$ cat config.mk
export PLATFORM = sky130hd
export DESIGN_NAME = hazard_ctrl
export DESIGN_NICKNAME = d
export VERILOG_FILES = /design/src/rtl/hazard_ctrl.sv
export SDC_FILE = /design/constraint.sdc
export NUM_CORES = 1
export LEC_CHECK = 0
export BUFFER_PORTS_ARGS = -buffer_cell sky130_fd_sc_hd__buf_2
export CORE_UTILIZATION = 54
export CTS_CLUSTER_DIAMETER = 200
export DETAILED_ROUTE_END_ITERATION = 10
export PLACE_DENSITY_LB_ADDON = 0.15
export SYNTH_ARGS = -nofsm -noshare
export SYNTH_HDL_FRONTEND = slang
export SYNTH_SLANG_ARGS = --single-unit
$ cat constraint.sdc
create_clock -name clk -period 5.8 [get_ports clk]
set_clock_uncertainty 0.15 [all_clocks]
set_input_delay 0.29 -clock clk [delete_from_list [all_inputs] [get_ports clk]]
set_output_delay 0.29 -clock clk [all_outputs]
set_load 0.05 [all_outputs]
$ cat src/rtl/hazard_ctrl.sv
// Hazard controller for the 5-stage pipeline: stall/flush controls, EX forwarding
// selects, mul/div occupancy tracking and saturating stall/flush counters.
module hazard_ctrl #(
    parameter int RA_W  = 5,
    parameter int CNT_W = 32
) (
    input  logic             clk,
    input  logic             reset,
    input  logic [RA_W-1:0]  d_rs1,
    input  logic [RA_W-1:0]  d_rs2,
    input  logic             d_use_rs1,
    input  logic             d_use_rs2,
    input  logic [RA_W-1:0]  e_rs1,
    input  logic [RA_W-1:0]  e_rs2,
    input  logic [RA_W-1:0]  e_rd,
    input  logic             e_mem_read,
    input  logic             e_redirect,
    input  logic             e_md_start,
    input  logic             md_done,
    input  logic [RA_W-1:0]  m_rd,
    input  logic             m_reg_write,
    input  logic [RA_W-1:0]  w_rd,
    input  logic             w_reg_write,
    input  logic             m_mem_req,
    input  logic             m_mem_ready,
    output logic             pc_en,
    output logic             fd_en,
    output logic             fd_clear,
    output logic             de_en,
    output logic             de_clear,
    output logic             em_en,
    output logic             em_clear,
    output logic             mw_en,
    output logic             mw_clear,
    output logic [1:0]       fwd_a,
    output logic [1:0]       fwd_b,
    output logic             md_start_o,
    output logic [CNT_W-1:0] stall_cnt,
    output logic [CNT_W-1:0] flush_cnt
);

    typedef enum logic [1:0] {
        RUN     = 2'd0,
        MD_BUSY = 2'd1,
        MD_DONE = 2'd2
    } state_t;

    state_t state, state_nxt;

    logic mem_stall;
    logic load_use;
    logic md_stall;
    logic redirect_apply;

    assign mem_stall = m_mem_req & ~m_mem_ready;

    assign load_use = e_mem_read & (e_rd != '0) &
                      ((d_use_rs1 & (e_rd == d_rs1)) | (d_use_rs2 & (e_rd == d_rs2)));

    assign md_stall = ((state == RUN) & e_md_start) | ((state == MD_BUSY) & ~md_done);

    // A held redirect only takes effect once neither freeze condition is active.
    assign redirect_apply = e_redirect & ~mem_stall & ~md_stall;

    // MD_DONE waits out a memory freeze so the finished op is not restarted.
    assign md_start_o = (state == RUN) & e_md_start & ~reset;

    function automatic logic [1:0] fwd_sel(
        input logic [RA_W-1:0] rs,
        input logic [RA_W-1:0] mem_rd,
        input logic            mem_wr,
        input logic [RA_W-1:0] wb_rd,
        input logic            wb_wr
    );
        if (mem_wr && mem_rd != '0 && mem_rd == rs)
            return 2'b10;
        else if (wb_wr && wb_rd != '0 && wb_rd == rs)
            return 2'b01;
        else
            return 2'b00;
    endfunction

    assign fwd_a = fwd_sel(e_rs1, m_rd, m_reg_write, w_rd, w_reg_write);
    assign fwd_b = fwd_sel(e_rs2, m_rd, m_reg_write, w_rd, w_reg_write);

    always_comb begin
        // NOTE: every output gets a default first so no path through the priority chain infers a latch.
        pc_en    = 1'b1;
        fd_en    = 1'b1;
        fd_clear = 1'b0;
        de_en    = 1'b1;
        de_clear = 1'b0;
        em_en    = 1'b1;
        em_clear = 1'b0;
        mw_en    = 1'b1;
        mw_clear = 1'b0;

        if (mem_stall) begin
            pc_en    = 1'b0;
            fd_en    = 1'b0;
            de_en    = 1'b0;
            em_en    = 1'b0;
            mw_clear = 1'b1;
        end else if (md_stall) begin
            pc_en    = 1'b0;
            fd_en    = 1'b0;
            de_en    = 1'b0;
            em_clear = 1'b1;
        end else if (e_redirect) begin
            fd_clear = 1'b1;
            de_clear = 1'b1;
        end else if (load_use) begin
            pc_en    = 1'b0;
            fd_en    = 1'b0;
            de_clear = 1'b1;
        end
    end

    always_comb begin
        state_nxt = state;
        unique case (state)
            RUN:     if (e_md_start) state_nxt = MD_BUSY;
            MD_BUSY: if (md_done)    state_nxt = mem_stall ? MD_DONE : RUN;
            MD_DONE: if (!mem_stall) state_nxt = RUN;
            default: state_nxt = RUN;
        endcase
    end

    always_ff @(posedge clk or posedge reset) begin
        // NOTE: sequential state uses non-blocking assignments so all registers update from pre-edge values.
        if (reset) begin
            state     <= RUN;
            stall_cnt <= '0;
            flush_cnt <= '0;
        end else begin
            state <= state_nxt;
            if (!pc_en && stall_cnt != '1)
                stall_cnt <= stall_cnt + CNT_W'(1);
            if (redirect_apply && flush_cnt != '1)
                flush_cnt <= flush_cnt + CNT_W'(1);
        end
    end

endmodule

==> run_results.csv <==
group,metric,value,unit
timing,setup_viol,0,
cts,cts-htree-levels,3,
worst_setup_path,crit_buf_inv,0,
cts,clockBufferDepth,2,
worst_setup_path,reg2reg_from,"flush_cnt[0]",
timing,period_share,45.6,%
global_routing,grt.busiest_layer,"met2",
timing,clock.fmax,0.378,GHz
yosys,yosys_warnings,0,
floorplanning,die_y,82.9,um
drt,via_per_inst,5.40,
drt,totalWireLength,7860,um
cts,cts-root-buf,"clkbuf_8",
layout,drive_gt1_share,31.6,%
power_and_ir_drop,ir_worst_vdd,0.000354,V
global_routing,grt_max_degree,67,
power_and_ir_drop,finalPower,1.53,mW
worst_setup_path,slowest_stage,"nor3_1",
cts,insertion_delay,340,ps
yosys,ys_seq_elements,66,
yosys,synthesis.area,0.00354,mm^2
worst_setup_path,cpPeakStageDelay,500,ps
global_routing,gr-usage-all-layers,24.5,%
drt,drc,0,
floorplanning,design.core.area,0.00635,mm^2
power_and_ir_drop,cellLeakagePower,2.15,nW
floorplanning,initial_core_util,55.7,%
global_routing,met1_usage,33.1,%
timing,hold_viol,0,
worst_setup_path,start_kind,"register",
floorplanning,row_count,29,
cts,cts_sinks,66,
yosys,syn-num-nets,388,
worst_setup_path,path_class,"reg2reg",
place,hpwl,5800,um
global_routing,gr-total-overflow,0,
drt,drtIter0Drc,129,
cts,numCtsBuffers,9,
global_routing,grt_pass1_vias,2931,
global_routing,grt_use_met3,5.37,%
job,drv_cap,0,
worst_setup_path,r2r_slack,3160,ps
timing,slew_viol_final,0,
yosys,seq_area_frac_synth,46.7,%
layout,layout_common_cells,"buf_2 (123), dfrtp_1 (66), xnor2_1 (52)",
worst_setup_path,cp_top_family,"simple AND/OR/NAND/NOR gates",
place,io_buffers,123,
worst_setup_path,crit_arrival,2720,ps
drt,num_vias,2977,
worst_setup_path,timing.critical_path.mode_cell,"nand4_1",
floorplanning,pin_count,125,
layout,n_antenna_cell,0,
cts,path_clk_slew,70,ps
cts,cts_tree,"done",
power_and_ir_drop,powerDensity,347,mW/mm^2
layout,final_common_cell,"buf_2",
drt,first_pass_iters,4,
worst_setup_path,r2r_cells,8,
timing,rsz0062_at_grt,"no",
floorplanning,die-area,0.00688,mm^2
layout,final_nets,518,
timing,tns,0,ps
worst_setup_path,crit_start,"flush_cnt[0]",
yosys,ys_types,43,
drt,wire_per_inst,14.3,um
status,status,"completed",
cts,ctsResizeCount,0,
worst_setup_path,required,5880,ps
timing,period_needed,2640,ps
yosys,synth_cells,339,
layout,areaGrowthSynthToFinish,24.5,%
worst_setup_path,cp_cell_sequence,"ha_1 > and4_1 > nand4_1 > nor3_1 > nand3_1 > nor2_1 > nand4_1 > xnor2_1",
global_routing,grt_pass1_wl,13600,um
min_path,hp-class,"in2async",
cts,post_cts_buffers,0,
floorplanning,die_w,82.9,um
worst_setup_path,end_kind,"register",
cts,cts_hold_buf,0,
place,place_congestion,0.827,
yosys,avgSynthCellArea,10.4,um^2
worst_setup_path,path_max_fanout,6,
timing,slew_headroom,45.6,%
global_routing,met2_usage,38.7,%
timing,tightest_slew,817,ps
drt,antenna_left,0,
worst_setup_path,r2r-end,"flush_cnt[28]",
global_routing,antenna_found_initial,0,
-- where the power goes --
part | switching, mW | internal, mW | total, mW
Combinational | 0.386 | 0.135 | 0.522
Sequential | 0.0827 | 0.525 | 0.608
Clock | 0.175 | 0.222 | 0.397
Total | 0.644 | 0.883 | 1.53
-- cells by family (layout without fill, tap and decap cells) --
| group | count (synthesis) | after routing | share of synthesized area (%) |
|---|---|---|---|
| AND/OR/NAND/NOR | 151 | 151 | 23.7 |
| XOR/XNOR | 92 | 92 | 22.8 |
| flip-flops | 66 | 66 | 46.7 |
| AO/OA/AOI/OAI | 13 | 13 | 3.22 |
| buffers and inverters | 12 | 147 | 2.16 |
| adder cells (fa/ha/maj) | 2 | 2 | 0.707 |
| multiplexers | 2 | 2 | 0.601 |
| other | 1 | 1 | 0.106 |
-- registers in the layout, summed over array words and instances, names as in the netlist --
register and flops:
stall_cnt 32, state 2, flush_cnt 32
-- worst reg2reg max path: stages (launching register included) --
cell and delay (ps):
dfrtp_1 440, ha_1 240, and4_1 220, nand4_1 130, nor3_1 500, nand3_1 320
nor2_1 240, nand4_1 140, xnor2_1 150
-- how the worst max path moves through the flow --
stage / to / cells past startpoint
finish: flush_cnt[28] / 8
global route: flush_cnt[28] / 8
CTS: flush_cnt[28] / 8
detailed placement: stall_cnt[29] / 8
global placement: stall_cnt[29] / 8
floorplan: fwd_a[0] / 4
-- Yosys cell counts, drive strengths merged --
cell     n  share of area (%)
nand2b   2               0.35
nor3    14                2.1
nor4b    1               0.25
nand4   21                4.1
nor2    20                2.1
nand3   26                4.0
inv      7               0.74
mux2     1               0.32
o21bai   1               0.21
a21oi    1               0.14
nor4     9                2.0
and3     9                1.6
clkbuf   1               0.11
o22ai    1               0.35
o2111a   1               0.32
buf      4                1.3
and4     7                1.9
xnor2   52                 13
xor2    40                9.9
and2     3               0.53
nor2b    1               0.18
nand2   32                3.4
conb     1               0.11
dfrtp   66                 47
mux2i    1               0.28
nand3b   1               0.21
o21ai    4               0.67
a31o     1               0.25
ha       2               0.71
o211a    1               0.28
o21a     1               0.21
or4      5                1.1
a31oi    2               0.78
-- final cells by class --
| cell class | count | area (um^2) |
|---|---|---|
| repair buffers | 124 | 623 |
| well taps | 77 | 96.3 |
| flip-flops and latches | 66 | 1650 |
| clock inverters | 2 | 35.0 |
| clock buffers | 14 | 163 |
| fillers | 510 | 1950 |
| multi-input cells | 261 | 1810 |
| inverters | 7 | 26.3 |
-- metrics by stage --
step,hold WS (ps),cell area (um^2),setup slack (ps),instances,utilization (%)
5_1_grt,114,4400,2860,551,69.4
3_5_place_dp,329,4210,3170,535,66.2
6_report,32.1,4400,3160,551,69.4
4_1_cts,62.0,4400,3180,551,69.4
2_1_floorplan,339,3540,2490,339,-
3_3_place_gp,323,4210,3230,535,66.2
-- routing by layer --
layer / share of wire, % / wire length (um)
met1: 46 / 3610
met2: 48 / 3770
met3: 4.5 / 352
met4: 1.6 / 127
met5: 0 / 0
No activity file was read; power rests on OpenSTA's default activity.
